<file path="src/rtl/ps2_dev_tx.sv">
// ps2_dev_tx: device-side PS/2 transmitter (keyboard end of the link).
// Turns one key event into its set-2 scancode bytes (optional E0 prefix,
// optional F0 break prefix, then the code). Each byte goes out as an
// 11-bit frame on ps2_clk/ps2_data, followed by an idle-high gap.
//
// Ports:
//   clk, rst          system clock, synchronous active-high reset
//   key_valid/ready   event handshake; ready is high only when idle
//   key_code          scancode without prefixes
//   key_release       1 = break event (F0 inserted)
//   key_ext           1 = extended key (E0 prefix)
//   ps2_clk/ps2_data  push-pull PS/2 lines, both idle high
//   busy              inverse of key_ready
//   event_done        one-cycle pulse on the last gap cycle of an event
`timescale 1ns/1ps
module ps2_dev_tx #(
  parameter int HALF = 2000,
  parameter int GAP  = 2
) (
  input  logic       clk,
  input  logic       rst,
  input  logic       key_valid,
  output logic       key_ready,
  input  logic [7:0] key_code,
  input  logic       key_release,
  input  logic       key_ext,
  output logic       ps2_clk,
  output logic       ps2_data,
  output logic       busy,
  output logic       event_done
);

  localparam int DIV_W = (HALF > 1) ? $clog2(HALF) : 1;
  localparam int GAP_W = $clog2(GAP + 1);
  localparam logic [DIV_W-1:0] DIV_LAST = DIV_W'(HALF - 1);
  localparam logic [GAP_W-1:0] GAP_LAST = GAP_W'(GAP - 1);

  typedef enum logic [1:0] {S_IDLE, S_FRAME, S_GAP} state_t;

  state_t           state_q, state_d;
  logic [DIV_W-1:0] div_q, div_d;
  logic [GAP_W-1:0] gcnt_q, gcnt_d;
  logic             phase_q, phase_d;     // 0 = clock high half, 1 = low half
  logic [3:0]       bit_q, bit_d;
  logic [1:0]       byte_idx_q, byte_idx_d;
  logic [1:0]       last_q, last_d;       // index of the final queued byte
  logic [7:0]       byte0_q, byte0_d;
  logic [7:0]       byte1_q, byte1_d;
  logic [7:0]       byte2_q, byte2_d;
  logic             ps2_clk_q, ps2_clk_d;
  logic             ps2_data_q, ps2_data_d;
  logic             key_ready_q, key_ready_d;
  logic             event_done_q, event_done_d;
  logic [7:0]       cur_byte;

  // Line level for frame bit idx: start, 8 data bits LSB first, odd parity, stop.
  function automatic logic frame_bit(input logic [7:0] b, input logic [3:0] idx);
    logic [3:0] di;
    di = idx - 4'd1;
    case (idx)
      4'd0:    frame_bit = 1'b0;
      4'd9:    frame_bit = ~^b;
      4'd10:   frame_bit = 1'b1;
      default: frame_bit = b[di[2:0]];
    endcase
  endfunction

  always_comb begin
    case (byte_idx_q)
      2'd0:    cur_byte = byte0_q;
      2'd1:    cur_byte = byte1_q;
      default: cur_byte = byte2_q;
    endcase
  end

  always_comb begin
    state_d    = state_q;
    div_d      = div_q;
    gcnt_d     = gcnt_q;
    phase_d    = phase_q;
    bit_d      = bit_q;
    byte_idx_d = byte_idx_q;
    last_d     = last_q;
    byte0_d    = byte0_q;
    byte1_d    = byte1_q;
    byte2_d    = byte2_q;
    ps2_clk_d  = ps2_clk_q;
    ps2_data_d = ps2_data_q;

    case (state_q)
      S_IDLE: begin
        if (key_valid && key_ready_q) begin
          case ({key_ext, key_release})
            2'b00: begin byte0_d = key_code; byte1_d = 8'h00;    byte2_d = 8'h00;    last_d = 2'd0; end
            2'b01: begin byte0_d = 8'hF0;    byte1_d = key_code; byte2_d = 8'h00;    last_d = 2'd1; end
            2'b10: begin byte0_d = 8'hE0;    byte1_d = key_code; byte2_d = 8'h00;    last_d = 2'd1; end
            default: begin byte0_d = 8'hE0;  byte1_d = 8'hF0;    byte2_d = key_code; last_d = 2'd2; end
          endcase
          // Start bit is on the line in the very first cycle after acceptance.
          state_d    = S_FRAME;
          byte_idx_d = 2'd0;
          div_d      = '0;
          phase_d    = 1'b0;
          bit_d      = 4'd0;
          ps2_clk_d  = 1'b1;
          ps2_data_d = 1'b0;
        end
      end

      S_FRAME: begin
        if (div_q == DIV_LAST) begin
          div_d   = '0;
          phase_d = ~phase_q;
          if (!phase_q) begin
            ps2_clk_d = 1'b0;
          end else if (bit_q == 4'd10) begin
            state_d    = S_GAP;
            gcnt_d     = '0;
            ps2_clk_d  = 1'b1;
            ps2_data_d = 1'b1;
          end else begin
            // Data only moves at the start of the high phase.
            bit_d      = bit_q + 4'd1;
            ps2_clk_d  = 1'b1;
            ps2_data_d = frame_bit(cur_byte, bit_q + 4'd1);
          end
        end else begin
          div_d = div_q + DIV_W'(1);
        end
      end

      S_GAP: begin
        if (div_q == DIV_LAST) begin
          div_d = '0;
          if (gcnt_q == GAP_LAST) begin
            if (byte_idx_q == last_q) begin
              state_d = S_IDLE;
            end else begin
              state_d    = S_FRAME;
              byte_idx_d = byte_idx_q + 2'd1;
              phase_d    = 1'b0;
              bit_d      = 4'd0;
              ps2_clk_d  = 1'b1;
              ps2_data_d = 1'b0;
            end
          end else begin
            gcnt_d = gcnt_q + GAP_W'(1);
          end
        end else begin
          div_d = div_q + DIV_W'(1);
        end
      end

      default: state_d = S_IDLE;
    endcase

    // Status outputs are registered, so derive them from the next state.
    key_ready_d  = (state_d == S_IDLE);
    event_done_d = (state_d == S_GAP) && (div_d == DIV_LAST) &&
                   (gcnt_d == GAP_LAST) && (byte_idx_d == last_d);
  end

  always_ff @(posedge clk) begin
    if (rst) begin
      state_q      <= S_IDLE;
      div_q        <= '0;
      gcnt_q       <= '0;
      phase_q      <= 1'b0;
      bit_q        <= 4'd0;
      byte_idx_q   <= 2'd0;
      last_q       <= 2'd0;
      byte0_q      <= 8'h00;
      byte1_q      <= 8'h00;
      byte2_q      <= 8'h00;
      ps2_clk_q    <= 1'b1;
      ps2_data_q   <= 1'b1;
      key_ready_q  <= 1'b1;
      event_done_q <= 1'b0;
    end else begin
      state_q      <= state_d;
      div_q        <= div_d;
      gcnt_q       <= gcnt_d;
      phase_q      <= phase_d;
      bit_q        <= bit_d;
      byte_idx_q   <= byte_idx_d;
      last_q       <= last_d;
      byte0_q      <= byte0_d;
      byte1_q      <= byte1_d;
      byte2_q      <= byte2_d;
      ps2_clk_q    <= ps2_clk_d;
      ps2_data_q   <= ps2_data_d;
      key_ready_q  <= key_ready_d;
      event_done_q <= event_done_d;
    end
  end

  assign ps2_clk    = ps2_clk_q;
  assign ps2_data   = ps2_data_q;
  assign key_ready  = key_ready_q;
  assign busy       = ~key_ready_q;
  assign event_done = event_done_q;

endmodule

</file>
<file path="config.mk">
export PLATFORM = sky130hd
export DESIGN_NAME = ps2_dev_tx
export DESIGN_NICKNAME = d
export VERILOG_FILES = /design/src/rtl/ps2_dev_tx.sv
export SDC_FILE = /design/constraint.sdc
export NUM_CORES = 1
export LEC_CHECK = 0
export CORE_MARGIN = 3
export CORE_UTILIZATION = 60
export CTS_CLUSTER_SIZE = 10
export DETAILED_ROUTE_END_ITERATION = 7
export GPL_TIMING_DRIVEN = 1
export PLACE_DENSITY = 0.85
export SYNTH_ARGS = -nofsm -noshare
export SYNTH_HDL_FRONTEND = slang
export SYNTH_SLANG_ARGS = --single-unit
</file>
<file path="constraint.sdc">
create_clock -name clk -period 3.68 [get_ports clk]
set_clock_uncertainty 0.2 [all_clocks]
set_input_delay 0.552 -clock clk [delete_from_list [all_inputs] [get_ports clk]]
set_output_delay 0.552 -clock clk [all_outputs]
set_load 0.005 [all_outputs]
</file>
; Yosys cells after proc, flatten, opt, wreduce, memory -nomap -nowiden
; Cells that the tools add are included.
; Widths: inputs -> output; s select.
[word_totals]
register_bits = 52
elab_cells = 119
[op_classes]
reduce_logical = 18
bitwise_logic = 2
eq_ne = 22
n_lt_le_gt_ge = 1
add_sub_neg = 5
muxes = 57
[op_table]
columns = operator, count
row1 = $pmux 8 s2, 3
row2 = $mux 2, 17
row3 = $mux 4, 7
row4 = $eq 11x11->1 const B, 2
row5 = $mux 11, 2
row6 = $pmux 11 s2, 1
row7 = $mux 1, 16
row8 = $ne 2x2->1 const B, 7
row9 = $eq 4x4->1 const B, 3
row10 = $pmux 1 s3, 4
row11 = $pmux 2 s2, 3
row12 = $pmux 4 s3, 1
row13 = $add 11x1->11 const B, 1
row14 = $eq 2x1->1 const B, 5
row15 = $logic_not 2->1, 4
row16 = $mux 8, 1
row17 = $reduce_and 8->1, 1
row18 = $reduce_xnor 8->1, 1
row19 = $reduce_and 7->1, 1
row20 = $eq 2x2->1 const B, 3
row21 = $pmux 2 s3, 1
row22 = $reduce_and 6->1, 1
row23 = $add 2x1->2 const B, 2
row24 = $add 4x1->4 const B, 1
row25 = 11 further kinds, 17

; Depth between registers and ports, before layout
[depth]
ltp_word = 9
mapped_depth = 11
mapped_depth_nobuf = 9

; Worst setup path before layout
; OpenSTA, ideal clock, no wires.
[synth_path]
path_kind = reg-to-reg
from = reg div_q[0]
to = reg bit_q[3]
t_arrival_ns = 2.460
stages_incl_launch_ff = 10
setup_time_ns = 0.070
slack_ns = 0.950
path_cell_list = dfxtp_1 -> ha_1 -> clkbuf_1 -> nand3_2 -> nor4_4 -> o21ai_2 -> a221oi_4 -> inv_2 -> or4_1 -> a21oi_1
[synth_between]
elab_chain_cells = 3
[synth_rtl]
columns = item, line_no
row1 = start: declaration, 41  ; logic [DIV_W-1:0] div_q, div_d;
row2 = start signal: assignment, 181  ; div_q <= div_d;
row3 = $eq 11x11->1 (*), "111, 133"
row4 = $ne 2x2->1 (no source line), -
row5 = $reduce_and 8->1 (no source line) (*), -
row6 = end signal: assignment, 184  ; bit_q <= bit_d;
row7 = end: declaration, 44  ; logic [3:0] bit_q, bit_d;
; Mark *: on every way between the ends. The rest lies on a longest branch, timed or not.
; A chain may end at the register's enable or synchronous reset.

; Worst setup path after layout
; Same ends and word-level chain as after synthesis.

==> results.py <==
metrics = {
    "cells_and_area": {
        "drive_gt1_frac": 0.0749,
        "diodes": 0,
        "seq_area_um2": 1040,
        "fin_nets": 442,
        "fillers": 447,
        "multi_input_area_um2": 2010,
        "area_growth_pct": 7.60,
    },
    "global_route": {
        "grt_pass1_wl_um": 12900,
        "grt_max_degree": 49,
        "grt.total_usage": 0.253,
        "grt_overflow": 0,
        "grt_pass1_vias": 2721,
        "antenna_found_initial": 0,
    },
    "pwr": {
        "p_leak_nw": 1.25,
        "p_clk_frac": 0.290,
        "comb_power_share": 0.200,
        "power.internal_uw": 819,
        "switchingPower_uw": 363,
        "powerDensity_nw_per_um2": 339,
        "power.share.switching": 0.307,
        "ir_worst_vdd_mv": 0.253,
        "seq_power_share": 0.510,
    },
    "detailed_routing": {
        "final_antenna_net_count": 0,
        "vias": 2998,
        "drt_iter0_drc": 317,
        "drc": 0,
        "firstDrtPassIters": 5,
        "vias_per_cell": 6.19,
        "routed_wl_um": 7530,
        "wl_per_cell_um": 15.6,
    },
    "setup_path": {
        "cp-end-kind": "register",
        "critical_path.startpoint": "div_q[0]",
        "cp.arrival_ns": 3.08,
        "r2r_start": "div_q[0]",
        "worstPathRequired_ns": 3.72,
        "startpoint_type": "register",
        "path_class": "reg2reg",
        "crit_path_max_fanout": 10,
    },
    "clock_tree": {
        "ctsResizeCount": 0,
        "cts_root_buf": "clkbuf_8",
        "post_cts_buffers": 0,
        "clk-insertion-delay-late_ns": 0.32,
        "cts_max_path_buffers": 2,
        "clock_sinks": 52,
        "h-tree-depth": 2,
        "hold_buffers": 0,
        "cts_buffers": 5,
        "cts_tree": "done",
        "cts.clk_slew.worst_paths_ns": 0.10,
    },
    "synth": {
        "syn_nets": 441,
        "synthCells": 412,
        "yosysWarnings": 0,
        "yosysTopAreaCellShare": 0.321,
        "yosysMostFrequentCell": "dfxtp_1",
        "synth_area_leaders": "dfxtp_1, a21oi_1, ha_1",
        "ys.flop_type": "dfxtp_1",
        "postSynthAreaPerCell_um2": 7.87,
        "synth_seq_cells": 52,
        "ys_seq_area_frac": 0.321,
        "netlist_area_um2": 3240,
        "netlist_top_cells_count": "dfxtp_1, a21oi_1, nand2_1",
        "yosysUniqueCellTypes": 62,
        "async_flop_share": 0,
        "synth-edff-count": 0,
        "synth_top_area_cell": "dfxtp_1",
    },
    "die": {
        "io_pins": 18,
        "dieArea_um2": 6320,
        "fp.dieH_um": 79.5,
        "die_w_um": 79.5,
        "start_util": 0.627,
        "std_cell_rows": 26,
        "core_area_um2": 5170,
    },
    "sta": {
        "period_share": 0.826,
        "slew_viol_final": 0,
        "slew-limit-headroom": 0.369,
        "clock.fmax_mhz": 329,
        "tightest_slew_ns": 0.946,
        "fin_tns_setup_ns": 0,
        "finalHoldViolCount": 0,
        "finalSetupViolations": 0,
        "rsz0062_at_grt": "no",
        "layout_setup_ws_ns": 0.641,
        "min_period_ns": 3.04,
    },
    "placement": {
        "hpwl_um": 5400,
        "port_buffers": 17,
        "pre_cts_ws_ns": 0.629,
        "gp_congestion": 0.912,
    },
    "run_status": {
        "run_status": "complete, no violations",
    },
    "run": {
        "drv_cap": 0,
    },
    "worst_hold_path": {
        "holdCritStartpoint": "byte1_q[1]",
        "hp-class": "reg2reg",
    },
}
-- registers in the layout, summed over array words and instances (netlist names) --
signal and flops:
phase_q 1, byte2_q 8, gcnt_q 2, event_done 1
byte_idx_q 2, byte0_q 8, ps2_clk 1, byte1_q 8
state_q 2, bit_q 4, key_ready 1, div_q 11
ps2_data 1, last_q 2
-- cell families (layout without fill, tap and decap cells) --
| group | after synthesis | in the layout | share of synthesized area |
|---|---|---|---|
| simple gates | 168 | 168 | 0.273 |
| compound gates | 116 | 116 | 0.235 |
| flops | 52 | 52 | 0.321 |
| buf+inv | 42 | 44 | 0.0594 |
| fa+ha+maj | 16 | 16 | 0.0617 |
| xor+xnor | 14 | 14 | 0.0378 |
| mux | 4 | 4 | 0.0123 |
-- power by group through the flow --
stage	logic [mW]	registers, mW	clock network [mW]
2_1_floorplan	0.167	0.611	0
3_3_place_gp	0.229	0.614	0
3_5_place_dp	0.233	0.615	0
4_1_cts	0.234	0.602	0.346
5_1_grt	0.262	0.606	0.372
6_report	0.237	0.603	0.343
-- layout by cell type, fill, tap and decap left out, types with 8 or more instances in the layout --
master            n
ha_1             16
nor2_1           35
a211oi_1         12
xnor2_1           9
a22o_1            8
dfxtp_1          52
nand2_1          43
a21oi_1          49
inv_1            13
nor3_1           11
nand3_1          27
clkdlybuf4s50_1  17
nor2b_1           9
o21ai_0          15
nand2b_1         10
-- critical path, stage by stage, from the launching register on --
cell and delay, ns:
dfxtp_1 0.44, ha_1 0.32, nand3_2 0.28, nor4_4 0.47
o21ai_2 0.16, a221oi_4 0.38, inv_2 0.07, or4_1 0.48
a21oi_1 0.15
-- final timing paths --
check / endpoint / slack, ns / cells after the start
worst max register to register: bit_q[3] / 0.64 / 8
worst min-delay path: byte1_q[1] / 0.26 / 2
worst min register to register: byte1_q[1] / 0.26 / 2
worst max-delay path: bit_q[3] / 0.64 / 8
-- per-layer routing --
metal,up-vias,track usage,part of all wire
met5,-,0,0
met4,0,0.0790,0.014
li1,1477,-,-
met3,11,0.0406,0.070
met2,113,0.374,0.43
met1,1397,0.375,0.48
-- through the flow --
step / power, mW / hold slack (ns) / std cells / cell area, µm² / utilization
after floorplan: 0.779 / 0.232 / 412 / 3240 / -
after global placement: 0.842 / 0.238 / 476 / 3400 / 0.657
after detailed placement: 0.848 / 0.245 / 476 / 3400 / 0.657
after CTS: 1.18 / 0.259 / 484 / 3490 / 0.675
after global routing: 1.24 / 0.286 / 484 / 3490 / 0.675
final: 1.18 / 0.259 / 484 / 3490 / 0.675
-- cell type report --
class / instances / share of cell area
sequential: 52 / 0.298
clock buffer: 5 / 0.0197
timing repair buffer: 22 / 0.0595
tap: 70 / 0.0251
multi-input combinational: 318 / 0.576
clock inverter: 3 / 0.00645
inverter: 14 / 0.0151
Power figures use the tool's default switching activity.
